$ cat config.mk
export PLATFORM = sky130hd
export DESIGN_NAME = seg_scan_decoder
export DESIGN_NICKNAME = d
export VERILOG_FILES = /design/src/rtl/seg_scan_decoder.sv
export SDC_FILE = /design/constraint.sdc
export NUM_CORES = 1
export LEC_CHECK = 0
export BUFFER_PORTS_ARGS = -buffer_cell sky130_fd_sc_hd__buf_2
export CORE_MARGIN = 2
export CORE_UTILIZATION = 56
export CTS_BUF_LIST = sky130_fd_sc_hd__clkbuf_8
export DETAILED_ROUTE_END_ITERATION = 7
export PLACE_DENSITY_LB_ADDON = 0.2
export RECOVER_POWER = 25
export SYNTH_ARGS = -nofsm -noshare
export SYNTH_HDL_FRONTEND = slang
export SYNTH_SLANG_ARGS = --single-unit
$ cat constraint.sdc
create_clock -name clk -period 2.75 [get_ports clk]
set_clock_uncertainty 0.15 [all_clocks]
set_input_delay 0.4125 -clock clk [delete_from_list [all_inputs] [get_ports clk]]
set_output_delay 0.4125 -clock clk [all_outputs]
set_load 0.01 [all_outputs]
$ cat src/rtl/seg_scan_decoder.sv
// rtl/seg_scan_decoder.sv - rebuilds 4 scanned seven-segment digits from an/seg_code
// Optional feature macro: SEG_ACTIVE_LOW_EN (invert an/seg_code at the input stage)
module seg_scan_decoder #(
  parameter int STABLE_CYC  = 4,
  parameter int TIMEOUT_CYC = 1024
) (
  input  logic        clk,
  input  logic        rst,
  input  logic [3:0]  an,
  input  logic [7:0]  seg_code,
  output logic [15:0] digits,
  output logic [3:0]  dp,
  output logic [3:0]  blank,
  output logic [3:0]  err,
  output logic        frame_valid,
  output logic        stale
);

  localparam logic [7:0]  STAB_MAX = 8'(STABLE_CYC);
  localparam logic [7:0]  STAB_HIT = 8'(STABLE_CYC - 1);
  localparam logic [15:0] TOUT_MAX = 16'(TIMEOUT_CYC);

  logic [11:0] samp_q, samp_d, prev_q;
  logic [7:0]  stab_q, stab_d;
  logic [15:0] tcnt_q, tcnt_d;
  logic [3:0]  seen_q, seen_d;
  logic [15:0] sh_dig_q, sh_dig_d;
  logic [3:0]  sh_dp_q, sh_dp_d, sh_blank_q, sh_blank_d, sh_err_q, sh_err_d;
  logic [15:0] digits_q, digits_d;
  logic [3:0]  dp_q, dp_d, blank_q, blank_d, err_q, err_d;
  logic        fv_q, fv_d;

  logic [3:0]  an_s;
  logic [7:0]  seg_s;
  logic        one_hot;
  logic        capture;
  logic [3:0]  dec_nib;
  logic        dec_blank;
  logic        dec_err;

  // Input stage: polarity correction before registering the raw lines
  always_comb begin
`ifdef SEG_ACTIVE_LOW_EN
    samp_d = ~{an, seg_code};
`else
    samp_d = {an, seg_code};
`endif
  end

  // Stability counter and capture qualification on the registered sample
  always_comb begin
    an_s    = samp_q[11:8];
    seg_s   = samp_q[7:0];
    one_hot = (an_s != 4'd0) && ((an_s & (an_s - 4'd1)) == 4'd0);
    if (samp_q != prev_q) begin
      stab_d = 8'd0;
    end else if (stab_q < STAB_MAX) begin
      stab_d = stab_q + 8'd1;
    end else begin
      stab_d = stab_q;
    end
    capture = (stab_d == STAB_HIT) && one_hot;
  end

  // Segment pattern decode into nibble / blank / illegal flags
  always_comb begin
    dec_nib   = 4'h0;
    dec_blank = 1'b0;
    dec_err   = 1'b0;
    case (seg_s[6:0])
      7'h3F: dec_nib = 4'h0;
      7'h06: dec_nib = 4'h1;
      7'h5B: dec_nib = 4'h2;
      7'h4F: dec_nib = 4'h3;
      7'h66: dec_nib = 4'h4;
      7'h6D: dec_nib = 4'h5;
      7'h7D: dec_nib = 4'h6;
      7'h07: dec_nib = 4'h7;
      7'h7F: dec_nib = 4'h8;
      7'h6F: dec_nib = 4'h9;
      7'h77: dec_nib = 4'hA;
      7'h7C: dec_nib = 4'hB;
      7'h39: dec_nib = 4'hC;
      7'h5E: dec_nib = 4'hD;
      7'h79: dec_nib = 4'hE;
      7'h71: dec_nib = 4'hF;
      7'h00: dec_blank = 1'b1;
      default: dec_err = 1'b1;
    endcase
  end

  // Shadow update, seen mask, frame publish and timeout counter
  always_comb begin
    sh_dig_d   = sh_dig_q;
    sh_dp_d    = sh_dp_q;
    sh_blank_d = sh_blank_q;
    sh_err_d   = sh_err_q;
    digits_d   = digits_q;
    dp_d       = dp_q;
    blank_d    = blank_q;
    err_d      = err_q;
    fv_d       = 1'b0;
    seen_d     = seen_q;

    // A full mask publishes the shadows captured so far; the capture in
    // this same cycle lands in the shadow and starts the next frame.
    if (seen_q == 4'hF) begin
      digits_d = sh_dig_q;
      dp_d     = sh_dp_q;
      blank_d  = sh_blank_q;
      err_d    = sh_err_q;
      fv_d     = 1'b1;
      seen_d   = 4'h0;
    end

    if (capture) begin
      seen_d = seen_d | an_s;
      for (int i = 0; i < 4; i++) begin
        if (an_s[i]) begin
          sh_dig_d[4*i +: 4] = dec_nib;
          sh_dp_d[i]         = seg_s[7];
          sh_blank_d[i]      = dec_blank;
          sh_err_d[i]        = dec_err;
        end
      end
    end

    if (capture) begin
      tcnt_d = 16'd0;
    end else if (tcnt_q < TOUT_MAX) begin
      tcnt_d = tcnt_q + 16'd1;
    end else begin
      tcnt_d = tcnt_q;
    end
  end

  // State registers with synchronous reset
  always_ff @(posedge clk) begin
    if (rst) begin
      samp_q     <= '0;
      prev_q     <= '0;
      stab_q     <= '0;
      tcnt_q     <= '0;
      seen_q     <= '0;
      sh_dig_q   <= '0;
      sh_dp_q    <= '0;
      sh_blank_q <= '0;
      sh_err_q   <= '0;
      digits_q   <= '0;
      dp_q       <= '0;
      blank_q    <= '0;
      err_q      <= '0;
      fv_q       <= 1'b0;
    end else begin
      samp_q     <= samp_d;
      prev_q     <= samp_q;
      stab_q     <= stab_d;
      tcnt_q     <= tcnt_d;
      seen_q     <= seen_d;
      sh_dig_q   <= sh_dig_d;
      sh_dp_q    <= sh_dp_d;
      sh_blank_q <= sh_blank_d;
      sh_err_q   <= sh_err_d;
      digits_q   <= digits_d;
      dp_q       <= dp_d;
      blank_q    <= blank_d;
      err_q      <= err_d;
      fv_q       <= fv_d;
    end
  end

  assign digits      = digits_q;
  assign dp          = dp_q;
  assign blank       = blank_q;
  assign err         = err_q;
  assign frame_valid = fv_q;
  assign stale       = (tcnt_q == TOUT_MAX);

endmodule

# Yosys cells after proc, flatten, opt, wreduce, memory -nomap -nowiden
# Index checks and enable logic that the tools add are counted.
# W data, S select, Z words.
# totals
latch_bits	0
elab_cells	72
rom_bits	0
regBits	109
mem_count	0
ramBits	0
input_bits	14
# op_classes
muxes	8
bitwise	2
shifts	0
n_eq_ne	20
add_sub_neg	3
n_mul	0
div	0
magnitude_cmp	2
n_reduce_logical	11
# ops
cell	count
$eq A7 B7 Y1 const B	12
$pmux W4 S15	1
$reduce_or A17 Y1	1
$add A16 B1 Y16 const B	1
$eq A16 B11 Y1 const B	1
$lt A16 B11 Y1 const B	1
$mux W8	2
$eq A7 B3 Y1 const B	2
$eq A7 B6 Y1 const B	2
$ne A12 B12 Y1	1
$add A8 B1 Y8 const B	1
$eq A8 B2 Y1 const B	1
$lt A8 B3 Y1 const B	1
$mux W4	2
$reduce_and A2 Y1	4
$logic_not A7 Y1	1
$and A4 B4 Y4	1
$eq A4 B4 Y1 const B	1
$logic_not A4 Y1	1
$or A4 B4 Y4	1
$reduce_bool A4 Y1	1
$sub A4 B1 Y4 const B	1
$mux W1	3
$logic_and A1 B1 Y1	2
$reduce_or A2 Y1	1

# Depth between registers and ports, before layout
# depth
depth_word	6
depth_mapped	7
depth_no_buf	6

# Worst setup path after synthesis
# OpenSTA, ideal clock, no wires.
# synth_timing
path_kind	register to register
from	register stab_q[0]
to	register tcnt_q[10]
required_ns	2.483
path_buffers	1
arrival_ns	2.213
path_slack_ns	0.270
setup_ns	0.117
stages_incl_launch_ff	8
path_cell_list	dfxtp_1 -> ha_1 -> or3b_2 -> or4_4 -> a21oi_2 -> a21o_1 -> buf_2 -> nor2_1
# synth_between
elab_chain_len	6
# synth_rtl
item	line_no	text
start, declared	24	logic [7:0] stab_q, stab_d;
start signal, assigned	157	stab_q <= stab_d;
$add A8 B1 Y8 or $lt A8 B3 Y1 (tied branches)	58, 57	
$mux W8 *	57	end else if (stab_q < STAB_MAX) begin
$mux W8 *	55	if (samp_q != prev_q) begin
$eq A8 B2 Y1 *	62	capture = (stab_d == STAB_HIT) && one_hot;
$logic_and A1 B1 Y1 *	62	
$reduce_or A2 Y1 (no line) *	n/a	
end signal, assigned	158	tcnt_q <= tcnt_d;
end, declared	25	logic [15:0] tcnt_q, tcnt_d;
# Every way passes the cells marked *; elsewhere a longest branch is shown, timed or not.
# A chain may end at the register's enable or synchronous reset.

# Final worst setup path
# layout_timing
from	register stab_q[0]
to	register sh_dig_q[11]
# layout_between
elab_chain_len	6
# layout_rtl
item	line_no	text
$add A8 B1 Y8 or $lt A8 B3 Y1 (tied branches)	58, 57	
$mux W8 *	57	
$mux W8 *	55	
$eq A8 B2 Y1 *	62	
$logic_and A1 B1 Y1 *	62	
$reduce_and A2 Y1 (no line) *	n/a	
end signal, assigned	160	sh_dig_q <= sh_dig_d;
end, declared	27	logic [15:0] sh_dig_q, sh_dig_d;
# Marked as above.

==> metrics.md <==
| Metric | Value |
|---|---|
| Initial DRC Count | 132 |
| Largest net degree at the start of global routing | 39 |
| Die ar. | 8440 um^2 |
| Hold buffers post-CTS | 0 |
| FMAX | 385 MHz |
| Die width | 91.9 um |
| Placed insts | 600 |
| Failing checks | max-capacitance violations, max-slew violations |
| Global-route wire length before repair | 13,800 um |
| Initial Util | 56.9% |
| R2R depth | 6 |
| Average size of a mapped cell | 9.20 um^2 |
| Total clock buffers created by CTS | 9 |
| Resized Gates After CTS | 0 |
| DRC | 0 |
| Crit-path max cell delay | 0.44 ns |
| Status | finished, violations left |
| Total grt overflow | 0 |
| N_diodes | 0 |
| Total track usage | 20.2% |
| Startpoint Class | register |
| Final setup violation count | 0 |
| CP max FO | 8 |
| Clock sinks | 109 |
| Reg-to-reg endpoint | sh_dig_q[11] |
| Slew @ Worst Pin | 1.53 ns |
| Slowest stage cell, crit path | or3b_2 |
| IO buf count | 43 |
| Reg-to-reg slack, setup | 0.15 ns |
| Syn-to-layout area delta | 12.7% |
| Type of the worst setup path | register to register |
| Slew HR | -2.31% |
| Vias per cell | 5.27 |
| Final ANT Viol Nets | 0 |
| Clock root cell | clkbuf_8 |
| Async SR Flop Fraction | 0% |
| Cell area after synthesis | 4330 um^2 |
| Nets | 526 |
| H-Tree Depth | 3 |
| Highest routed layer | met4 |
| CP required | 2.85 ns |
| Clock latency on the worst-skew pair | 0.38 ns |
| Top FF cell, synth | dfxtp_1 |
| Critical Path AT | 2.70 ns |
| Worst Setup End Kind | register |
| RSZ-0062 raised after global routing | no |
| FILL cells | 667 |
| Syn Inst Count | 470 |
| Synth top area share | 50.4% |
| Vias in the first global route | 3,041 |
| Vias | 3,248 |
| Synth warnings | 0 |
| Crit Reg-Reg Startpoint | stab_q[0] |
| Met2 wire len | 3720 um |
| Tmin final | 2.60 ns |
| Final HPWL from detailed placement | 5640 um |
| Antenna violations before repair | 0 |
| Layout cells sized above 1 | 15.6% |
| Final worst setup slack | 0.149 ns |
| WHS Path Cells | 2 |
| P per Cell Area | 567 nW/um^2 |
| Seq cells post-synth | 109 |
| Leak pwr | 1.97 nW |
| Period utilisation layout | 94.6% |
| Setup_tns | 0 ns |
| Pre-antenna DRT Iters | 4 |
| Seq/Total Area, Yosys | 50.4% |
| Hold/Removal Path Class | input pin to register |
| Non-Filler Instances | 616 |
| # IOs | 44 |
| M1 WL | 3890 um |
| Met3 routed WL | 300 um |
| WL per Instance | 13.0 um |
| Pre-CTS WS | 0.132 ns |
| Crit-path cells | ha_1, or3b_2, or4_4, a21oi_2, nand3_2, mux2i_1 |
| Synth area leader | dfxtp_1 |
| Max_cap viols | 1 |
| Top post-synthesis cells by area | dfxtp_1 50%, nand2_1 5.7%, mux2i_1 5.6%, a21oi_1 4.3%, nand2b_1 3.6% |
| Max IR drop VDD | 0.304 mV |
| Crit. Startpoint | stab_q[0] |
| CTS tree | done |
| Worst Setup EP | sh_dig_q[11] |
| Distinct cells, synth | 53 |
| WL final | 8020 um |
| Core ar. | 7610 um^2 |
| EDFF count, synth | 0 |
| Setup Fix Bufs, Post-CTS | 0 |
| Die Ht | 91.9 um |
| Final number of hold-violating endpoints | 0 |
| GPL Wtd Cong | 0.838 |
| Syn_nets | 487 |
| Max Buffers Root-to-Sink | 2 |
| Worst-path clk slew | 0.11 ns |
| Slew Limit Fails | 39 |
| Power, Total | 2.76 mW |
| Row cnt | 32 |
==> Yosys cell counts (all sizes together) (2+ instances only) <==
cell / n
dfxtp: 109
nand2: 66
a21oi: 38
nor2: 28
nand2b: 25
clkbuf: 24
mux2i: 24
nor2b: 22
xnor2: 16
inv: 13
nand3: 12
nand4: 10
and2: 8
xor2: 8
nor4: 6
o21ai: 5
nor3: 4
o2bb2ai: 4
or4: 4
and3: 3
ha: 3
nand3b: 3
or4bb: 3
a211oi: 2
a21o: 2
buf: 2
o211ai: 2
or2: 2
or3: 2
or3b: 2
==> area by class of cell <==
type,count,area (um^2),area share (%)
Sequential cell,109,2180,44.8
Multi-Input combinational cell,322,2000,40.9
Timing Repair Buffer,54,307,6.29
Clock buffer,10,138,2.82
Tap cell,102,128,2.62
Clock inverter,6,76.3,1.57
Inverter,13,48.8,1.00
==> metal layers <==
layer | GRT usage [%] | up-vias
met4 | 5.85 | 0
met5 | 0 | -
met1 | 27.7 | 1504
met3 | 4.68 | 7
met2 | 32.1 | 59
li1 | - | 1678
==> state kept, by name, summed over array words and instances (netlist names) <==
name / flops
err: 4
stab_q: 8
sh_blank_q: 4
digits: 16
frame_valid: 1
tcnt_q: 16
seen_q: 4
sh_err_q: 4
prev_q: 12
sh_dig_q: 16
sh_dp_q: 4
blank: 4
dp: 4
samp_q: 12
==> cell families after synthesis <==
kind of cell / count (synthesis) / share of synthesized area (%)
adder cells (fa/ha/maj): 3 / 0.868
multiplexers: 24 / 5.55
AND/OR/NAND/NOR: 206 / 25.5
AO/OA/AOI/OAI: 65 / 9.34
flip-flops: 109 / 50.4
XOR/XNOR: 24 / 4.86
buffers and inverters: 39 / 3.41
==> report_power, final <==
group          switching (mW)  total, mW  internal [mW]
logic                  0.0651      0.125         0.0602
registers              0.0301       1.63           1.60
clock network           0.547       1.01          0.464
==> critical path, delay by kind of cell, from the launching register on <==
family	cells	cell delay [ns]
flip-flops	1	0.34
AO/OA/AOI/OAI	1	0.33
AND/OR/NAND/NOR	3	1.18
adder cells (fa/ha/maj)	1	0.29
multiplexers	1	0.19
==> through the flow <==
stage | hold WS, ns | instance area, um^2 | utilization, %
2_1_floorplan | 0.253 | 4330 | -
3_3_place_gp | 0.260 | 4660 | 61.3
3_5_place_dp | 0.265 | 4660 | 61.3
6_report | 0.0857 | 4870 | 64.1
5_1_grt | 0.0838 | 4870 | 64.1
4_1_cts | 0.0764 | 4880 | 64.1
==> placed cells by master, fill, tap and decap left out, types with 4 or more instances in the layout <==
| cell | instances |
|---|---|
| nor4_1 | 6 |
| nor2b_1 | 22 |
| and2_1 | 7 |
| nand4_1 | 10 |
| dfxtp_1 | 109 |
| nand2_1 | 66 |
| inv_1 | 13 |
| xnor2_1 | 16 |
| mux2i_1 | 24 |
| o21ai_0 | 5 |
| nand2b_1 | 25 |
| a21oi_1 | 37 |
| o2bb2ai_1 | 4 |
| clkbuf_8 | 10 |
| xor2_1 | 8 |
| buf_4 | 10 |
| nand3_1 | 9 |
| buf_2 | 40 |
| nor2_1 | 28 |
| nor3_1 | 4 |
==> how the worst min path moves through the flow <==
stage,from,endpoint,slack [ns]
2_1_floorplan,tcnt_q[14],tcnt_q[14],0.25
3_3_place_gp,tcnt_q[11],tcnt_q[11],0.26
3_5_place_dp,tcnt_q[11],tcnt_q[11],0.27
4_1_cts,seg_code[7],samp_q[7],0.08
5_1_grt,seg_code[3],samp_q[3],0.08
6_report,seg_code[7],samp_q[7],0.09
(Power assumes the default switching activity.)
